$ cat src/rtl/sm_driver.sv
// sm_driver: drives a 4-state receiver (S0..S3) to a requested state with a
// pulse stream on x. A shadow copy of the receiver is advanced with the same
// x every cycle, so the controller always knows where the receiver is.
//
// Ports:
//   clk          rising-edge clock
//   reset        synchronous, active-low reset
//   i_start      request; sampled only when idle
//   i_target     requested receiver state, latched on an accepted start
//   o_x          pulse stream to the receiver (high in PULSE)
//   o_busy       high in CHECK, PULSE and GAP
//   o_done       one-cycle completion strobe
//   o_shadow     registered model of the receiver state
//   o_y_pred     predicted receiver output (shadow is S1 or S3)
//   o_pulse_cnt  pulses issued in the current or most recent transaction
module sm_driver #(
  parameter int unsigned GAP = 2
) (
  input  logic       clk,
  input  logic       reset,
  input  logic       i_start,
  input  logic [1:0] i_target,
  output logic       o_x,
  output logic       o_busy,
  output logic       o_done,
  output logic [1:0] o_shadow,
  output logic       o_y_pred,
  output logic [1:0] o_pulse_cnt
);

  typedef enum logic [2:0] {StIdle, StCheck, StPulse, StGap, StDone} state_t;

  // Gap counter counts down to zero, so it is loaded with GAP-1.
  localparam logic [3:0] GapLoad = (GAP == 0) ? 4'd0 : 4'(GAP - 1);

  state_t     r_state;
  logic [1:0] r_shadow;
  logic [1:0] r_target;
  logic [1:0] r_pulse_cnt;
  logic [3:0] r_gap_cnt;

  logic       w_x;
  logic [1:0] w_sn;

  assign w_x = (r_state == StPulse);

  // Receiver next-state function; x=0 in S3 falls back to S1.
  always_comb begin
    w_sn = r_shadow;
    unique case (r_shadow)
      2'd0: w_sn = w_x ? 2'd1 : 2'd0;
      2'd1: w_sn = w_x ? 2'd2 : 2'd1;
      2'd2: w_sn = w_x ? 2'd3 : 2'd2;
      2'd3: w_sn = w_x ? 2'd0 : 2'd1;
      default: w_sn = 2'd0;
    endcase
  end

  always_ff @(posedge clk) begin
    if (!reset) begin
      r_state     <= StIdle;
      r_shadow    <= 2'd0;
      r_target    <= 2'd0;
      r_pulse_cnt <= 2'd0;
      r_gap_cnt   <= 4'd0;
    end else begin
      r_shadow <= w_sn;
      case (r_state)
        StIdle: begin
          if (i_start) begin
            r_target    <= i_target;
            r_pulse_cnt <= 2'd0;
            r_state     <= StCheck;
          end
        end
        StCheck: begin
          r_state <= (w_sn == r_target) ? StDone : StPulse;
        end
        StPulse: begin
          // Saturate rather than wrap; at most three pulses are ever needed.
          if (r_pulse_cnt != 2'd3) begin
            r_pulse_cnt <= r_pulse_cnt + 2'd1;
          end
          if (w_sn == r_target) begin
            r_state <= StDone;
          end else if (w_sn == 2'd3 || GAP == 0) begin
            // An idle cycle in S3 would knock the receiver back to S1.
            r_state <= StPulse;
          end else begin
            r_gap_cnt <= GapLoad;
            r_state   <= StGap;
          end
        end
        StGap: begin
          if (r_gap_cnt == 4'd0) begin
            r_state <= StPulse;
          end else begin
            r_gap_cnt <= r_gap_cnt - 4'd1;
          end
        end
        StDone: begin
          r_state <= StIdle;
        end
        default: begin
          r_state <= StIdle;
        end
      endcase
    end
  end

  assign o_x         = w_x;
  assign o_busy      = (r_state == StCheck) || (r_state == StPulse) || (r_state == StGap);
  assign o_done      = (r_state == StDone);
  assign o_shadow    = r_shadow;
  assign o_y_pred    = (r_shadow == 2'd1) || (r_shadow == 2'd3);
  assign o_pulse_cnt = r_pulse_cnt;

endmodule
$ cat config.mk
export PLATFORM = sky130hd
export DESIGN_NAME = sm_driver
export DESIGN_NICKNAME = d
export VERILOG_FILES = /design/src/rtl/sm_driver.sv
export SDC_FILE = /design/constraint.sdc
export NUM_CORES = 1
export LEC_CHECK = 0
export ABC_AREA = 0
export BUFFER_PORTS_ARGS = -buffer_cell sky130_fd_sc_hd__buf_2
export CORE_MARGIN = 2
export CORE_UTILIZATION = 52
export DETAILED_ROUTE_END_ITERATION = 8
export PLACE_DENSITY = 0.77
export SLEW_MARGIN = 20
export SYNTH_ARGS = -nofsm -noshare
export SYNTH_HDL_FRONTEND = slang
export SYNTH_SLANG_ARGS = --single-unit
$ cat constraint.sdc
create_clock -name clk -period 1.4 [get_ports clk]
set_input_delay 0.28 -clock clk [delete_from_list [all_inputs] [get_ports clk]]
set_output_delay 0.28 -clock clk [all_outputs]
set_load 0.02 [all_outputs]
==> reports/qor.yml, run 1 <==
timing:
  finalCritPeriodShare_pct: 105.1
  finalHoldViolations: 0
  slew_headroom_pct: 80.14
  setup_viol: 5
  tightest_slew_ns: 0.2960
  setup_slack_ns: -0.07088
  finalCriticalPeriod_ns: 1.471
  rsz0062_at_grt: "true"
  fmax_mhz: 679.9
  drv_slew: 0
  clock_skew_ns: 0.005438
detailed_routing:
  wl_mm: 1.633
  ant_nets: 0
  drc: 0
  viasPerCell: 5.593
  dr.pass1.iters: 5
  drt-initial-drc-count: 14
  vias: 688
  wl_per_cell_microns: 13.28
synthesis:
  syn_area_per_cell_sq_um: 8.555
  yosysSeqAreaShare_pct: 35.37
  syn_area_sq_um: 735.7
  synth-seq-cells: 13
  yosys_warnings: 0
  postSynthCellCount: 86
  ys_types: 39
  syn_nets: 94
worst_hold_path:
  hold_path.class: "in -> reg"
clock_network:
  clk_latency_ns: 0.27
  cts_tree: "built"
  cts_buffer_depth: 2
  h-tree-depth: 1
  cts_buffers: 3
  cts_hold_repair.buffers: 0
  root_buffer: "clkbuf_4"
  clk_pin_slew_ns: 0.08
  clkSinkCount: 13
grt:
  grt_pass1_wl_mm: 2.663
  grtUsageTotal_pct: 19.69
  grt_max_degree: 13
  grt_pass1_vias: 643
  antenna_found_initial: 0
  gr-total-overflow: 0
worst_setup_path:
  reg2reg_to: "r_state[2]"
  worstSetupStartpoint: "r_state[2]"
  cp.required_ns: 1.12
  setup.worst_path.class: "reg -> out"
  arrival_ns: 1.19
  r2r-start: "r_state[2]"
  critPathCapture: "o_x"
  worst-r2r-cell-count: 5
  crit_fanout: 2
  r2r_setup_slack_ns: -0.05
  end_kind: "primary output"
  startpoint_type: "flip-flop"
place:
  port_buffers: 12
  gp_congestion: 0.7285
  placed_cell_area_sq_um: 825.8
  pre_cts_slack_ns: 0.01184
  hpwl_mm: 1.038
layout:
  fill_cells: 91
  num_antenna_cells: 0
  fin_area_sq_um: 973.4
  drive_above_1_share_pct: 38.89
  layout_common_cells: "9 x buf_2, 9 x buf_4, 7 x dfxtp_1"
  area_delta_synth_final_pct: 32.31
  finalNetCount: 117
pwr:
  leakagePower_uw: 0.0004174
  seqPwrFrac_pct: 49.8
  clkPwrFrac_pct: 28.0
  p_per_area_nw_per_um2: 838.7
  p_comb_share_pct: 22.2
  p_switching_uw: 229.0
  irDropWorstVdd_mv: 0.6808
  switching_share_pct: 28.05
  p_int_uw: 587.4
floorplan:
  die_w_microns: 41.62
  core_area_sq_um: 1318
  start_util_pct: 55.84
  die_h_microns: 41.62
  std_cell_rows: 13
  pin_count: 13
  dieArea_sq_um: 1732
job:
  cap_violations: 0
status:
  status: "finished, violations left"
  violations: "negative setup slack"
cells in the mapped netlist:
| cell | count | area share, % |
|---|---|---|
| clkbuf_1 | 1 | 0.51 |
| nand2_1 | 6 | 3.1 |
| o21a_1 | 1 | 1.0 |
| o22ai_1 | 1 | 0.85 |
| nor4_1 | 1 | 0.85 |
| mux2i_1 | 2 | 2.7 |
| o21ai_0 | 1 | 0.68 |
| nor3_2 | 1 | 1.4 |
| or3_1 | 2 | 1.7 |
| nor2b_1 | 1 | 0.85 |
| a21oi_1 | 5 | 3.4 |
| or3b_1 | 1 | 1.2 |
| and4b_1 | 1 | 1.4 |
| or3b_2 | 1 | 1.2 |
| nand3b_1 | 4 | 4.1 |
| a31o_2 | 1 | 1.2 |
| and3_1 | 1 | 0.85 |
| dfxtp_1 | 13 | 35 |
| ha_1 | 3 | 5.1 |
| or3b_4 | 1 | 1.5 |
| inv_1 | 4 | 2.0 |
| and4_1 | 1 | 1.2 |
| nand4_1 | 1 | 0.85 |
| a21o_1 | 1 | 1.0 |
| o21ai_1 | 2 | 1.4 |
| nor4b_2 | 1 | 2.0 |
| o31ai_1 | 1 | 1.0 |
| nor3_1 | 1 | 0.68 |
| and2_1 | 1 | 0.85 |
| a211oi_1 | 2 | 2.0 |
| nor2_1 | 9 | 4.6 |
| buf_2 | 2 | 1.4 |
| nor4bb_1 | 3 | 4.1 |
| nand2b_1 | 2 | 1.7 |
| o211a_1 | 1 | 1.4 |
| clkinv_2 | 1 | 0.68 |
| nand3_1 | 2 | 1.4 |
| xnor2_1 | 2 | 2.4 |
| clkinv_1 | 1 | 0.51 |
power by group through the flow:
stage	logic (uW)	registers, uW	clock network [uW]
final	181	407	228
after global routing	195	410	249
after CTS	158	404	234
after detailed placement	130	418	0
after global placement	127	417	0
after floorplan	89.7	414	0
cells by family after synthesis:
family                   count (synthesis)  synth area share, %
buffers and inverters                    9                5.100
AND/OR/NAND/NOR                         41                35.38
adder cells (fa/ha/maj)                  3                5.103
multiplexers                             2                2.721
AO/OA/AOI/OAI                           16                13.95
flip-flops                              13                35.37
XOR/XNOR                                 2                2.381
per-stage QoR:
stage / hold slack, ns / instances / util (%) / power (uW) / setup TNS [ns]
2_1_floorplan: 0.3978 / 86 / - / 503.7 / 0
3_3_place_gp: 0.4622 / 113 / 62.68 / 544.7 / 0
5_1_grt: 0.2580 / 123 / 73.88 / 854.2 / -0.3952
6_report: 0.2472 / 123 / 73.88 / 816.4 / -0.1661
4_1_cts: 0.2433 / 122 / 69.71 / 796.3 / -0.09150
3_5_place_dp: 0.4732 / 113 / 62.68 / 548.4 / 0
repair_timing:
item,CTS,global route
pin swaps,3,8
setup buffers,5,1
resized for setup,11,11
cloned,0,0
setup endpoints to repair,3,12
critical path: stages (launching register included):
cell and delay (ns):
dfxtp_4 0.35, or3b_4 0.40, clkinv_4 0.06, buf_6 0.10
worst min-delay path by stage:
stage	to	from	cells after the start
after floorplan	r_state[0]	reset	1
after global placement	r_gap_cnt[1]	r_gap_cnt[1]	2
after detailed placement	r_gap_cnt[1]	r_gap_cnt[1]	2
after CTS	r_target[1]	i_target[1]	3
after global routing	r_target[1]	i_target[1]	3
final	r_target[1]	i_target[1]	3
layer usage:
layer	share of wire [%]	wire length (microns)	up-vias	track usage [%]
li1	-	-	355	-
met1	48	778	307	23.71
met5	0	0	-	0
met4	2.1	34	0	9.677
met2	47	762	20	34.06
met3	3.5	57	6	2.609
sequential cells by signal (all words and copies together) (netlist names):
signal / flops
o_shadow: 2
r_state: 3
r_target: 2
r_gap_cnt: 4
o_pulse_cnt: 2
layout make-up:
class,count,area [sq um],area share [%]
inverter,6,27.53,2.828
clock buffer,4,26.28,2.699
timing repair buffer,21,146.4,15.04
tap,15,18.77,1.928
multi-input combinational,64,484.2,49.74
sequential,13,270.3,27.76
Note: power is estimated with default switching activity, not from simulation.
==> run 2: changes to the inputs <==
CORE_UTILIZATION = 56   (was 52)
CTS_BUF_LIST = sky130_fd_sc_hd__clkbuf_2   (was unset)
PLACE_DENSITY = 0.82   (was 0.77)
RECOVER_POWER = 100   (was unset)
==> reports/qor.yml, run 2 (synthesized netlist as in run 1, its figures left out) <==
status:
  status: "finished, violations left"
  violations: "negative setup slack"
job:
  cap_violations: 0
floorplan:
  std_cell_rows: 13
  start_util_pct: 57.99
  dieArea_sq_um: 1620
  die_h_microns: 40.25
  die_w_microns: 40.25
  core_area_sq_um: 1269
  pin_count: 13
worst_setup_path:
  end_kind: "primary output"
  setup.worst_path.class: "reg -> out"
  startpoint_type: "flip-flop"
  arrival_ns: 1.24
  crit_fanout: 2
  cp.required_ns: 1.12
grt:
  grt_pass1_wl_mm: 2.539
  gr-total-overflow: 0
  grt_pass1_vias: 599
  grtUsageTotal_pct: 23.67
  antenna_found_initial: 0
  grt_max_degree: 13
clock_network:
  clkSinkCount: 13
  h-tree-depth: 1
  clk_latency_ns: 0.28
  cts_tree: "built"
  cts_buffer_depth: 2
  clk_pin_slew_ns: 0.15
  cts_buffers: 3
  cts_hold_repair.buffers: 0
  root_buffer: "clkbuf_2"
timing:
  drv_slew: 0
  finalCritPeriodShare_pct: 108.5
  setup_slack_ns: -0.1196
  tightest_slew_ns: 0.3732
  slew_headroom_pct: 74.78
  clock_skew_ns: 0.008580
  fmax_mhz: 658.0
  setup_viol: 6
  rsz0062_at_grt: "true"
  finalHoldViolations: 0
  finalCriticalPeriod_ns: 1.520
layout:
  ff_latch_area_sq_um: 271.5
  multiInputGateArea_sq_um: 489.2
  fin_area_sq_um: 980.9
  finalNetCount: 118
  largest_reg_flops: 4
  regMostFlops: "r_gap_cnt"
  fill_cells: 84
  layout_common_cells: "9 x buf_4, 8 x dfxtp_1, 6 x nor2_1, 6 x nand2_1"
  area_delta_synth_final_pct: 33.33
  final_cells: 124
  drive_above_1_share_pct: 37.61
  num_antenna_cells: 0
  reg_top3: "r_gap_cnt: 4 flops, r_state: 3 flops"
  layout_commonest_cell: "buf_4"
pwr:
  irDropWorstVdd_mv: 0.7297
  leakagePower_uw: 0.0004119
  p_per_area_nw_per_um2: 833.1
detailed_routing:
  dr.pass1.iters: 4
  drc: 0
  wl_per_cell_microns: 16.77
  viasPerCell: 6.242
  wl_mm: 2.080
  ant_nets: 0
  vias: 774
  drt-initial-drc-count: 32
worst_hold_path:
  hold_path.class: "in -> reg"
place:
  gp_congestion: 0.7362
  port_buffers: 12
  placed_cell_area_sq_um: 833.3
  dp.cells: 114
  hpwl_mm: 1.105
run 2: layer usage:
metal  vias up  wire, microns  part of all wire, %  GRT usage [%]
li1        358              -                    -              -
met4         0             38                  1.8          7.500
met2        41           1053                   51          40.73
met5         -              0                    0              0
met3         6            128                  6.2          5.000
met1       369            859                   41          29.25
run 2: per-stage QoR:
stage	util, %	worst slack, ns	hold WS, ns	TNS [ns]	total power, uW
3_5_place_dp	65.68	0.05543	0.4682	0	550.5
2_1_floorplan	-	0.03343	0.3978	0	503.7
6_report	77.32	-0.1196	0.2436	-0.4027	817.2
3_3_place_gp	65.68	0.03921	0.4614	0	545.7
5_1_grt	77.32	-0.1623	0.2713	-0.8492	840.2
4_1_cts	73.37	-0.1004	0.2380	-0.1760	785.8
run 2: cell type report:
cell class              count  area share, %
inverters                   6          2.806
clock buffers               4          2.041
repair buffers             22          15.69
flip-flops and latches     13          27.68
multi-input cells          64          49.87
well taps                  15          1.913
run 2: final timing paths:
check | slack, ns | cells past startpoint | from | end
setup / recovery | -0.12 | 3 | r_state[1] | o_x
hold / removal | 0.24 | 3 | i_target[1] | r_target[1]
setup reg to reg | -0.10 | 4 | r_state[1] | o_pulse_cnt[0]
hold reg to reg | 0.51 | 2 | r_gap_cnt[1] | r_gap_cnt[1]
run 2: power by group:
part	internal [uW]	switching (uW)
Sequential	387	21.0
Clock	75.8	134
Combinational	97.5	102
run 2: timing repair:
item / in CTS / in global routing
pin swaps: 3 / 3
resized for setup: 15 / 10
setup buffers: 4 / 2
setup endpoints to repair: 3 / 14
run 2: critical path, cell delays in order (launching register included):
cell and delay, ns:
dfxtp_1 0.38, or3b_4 0.42, clkinv_4 0.07, buf_6 0.11
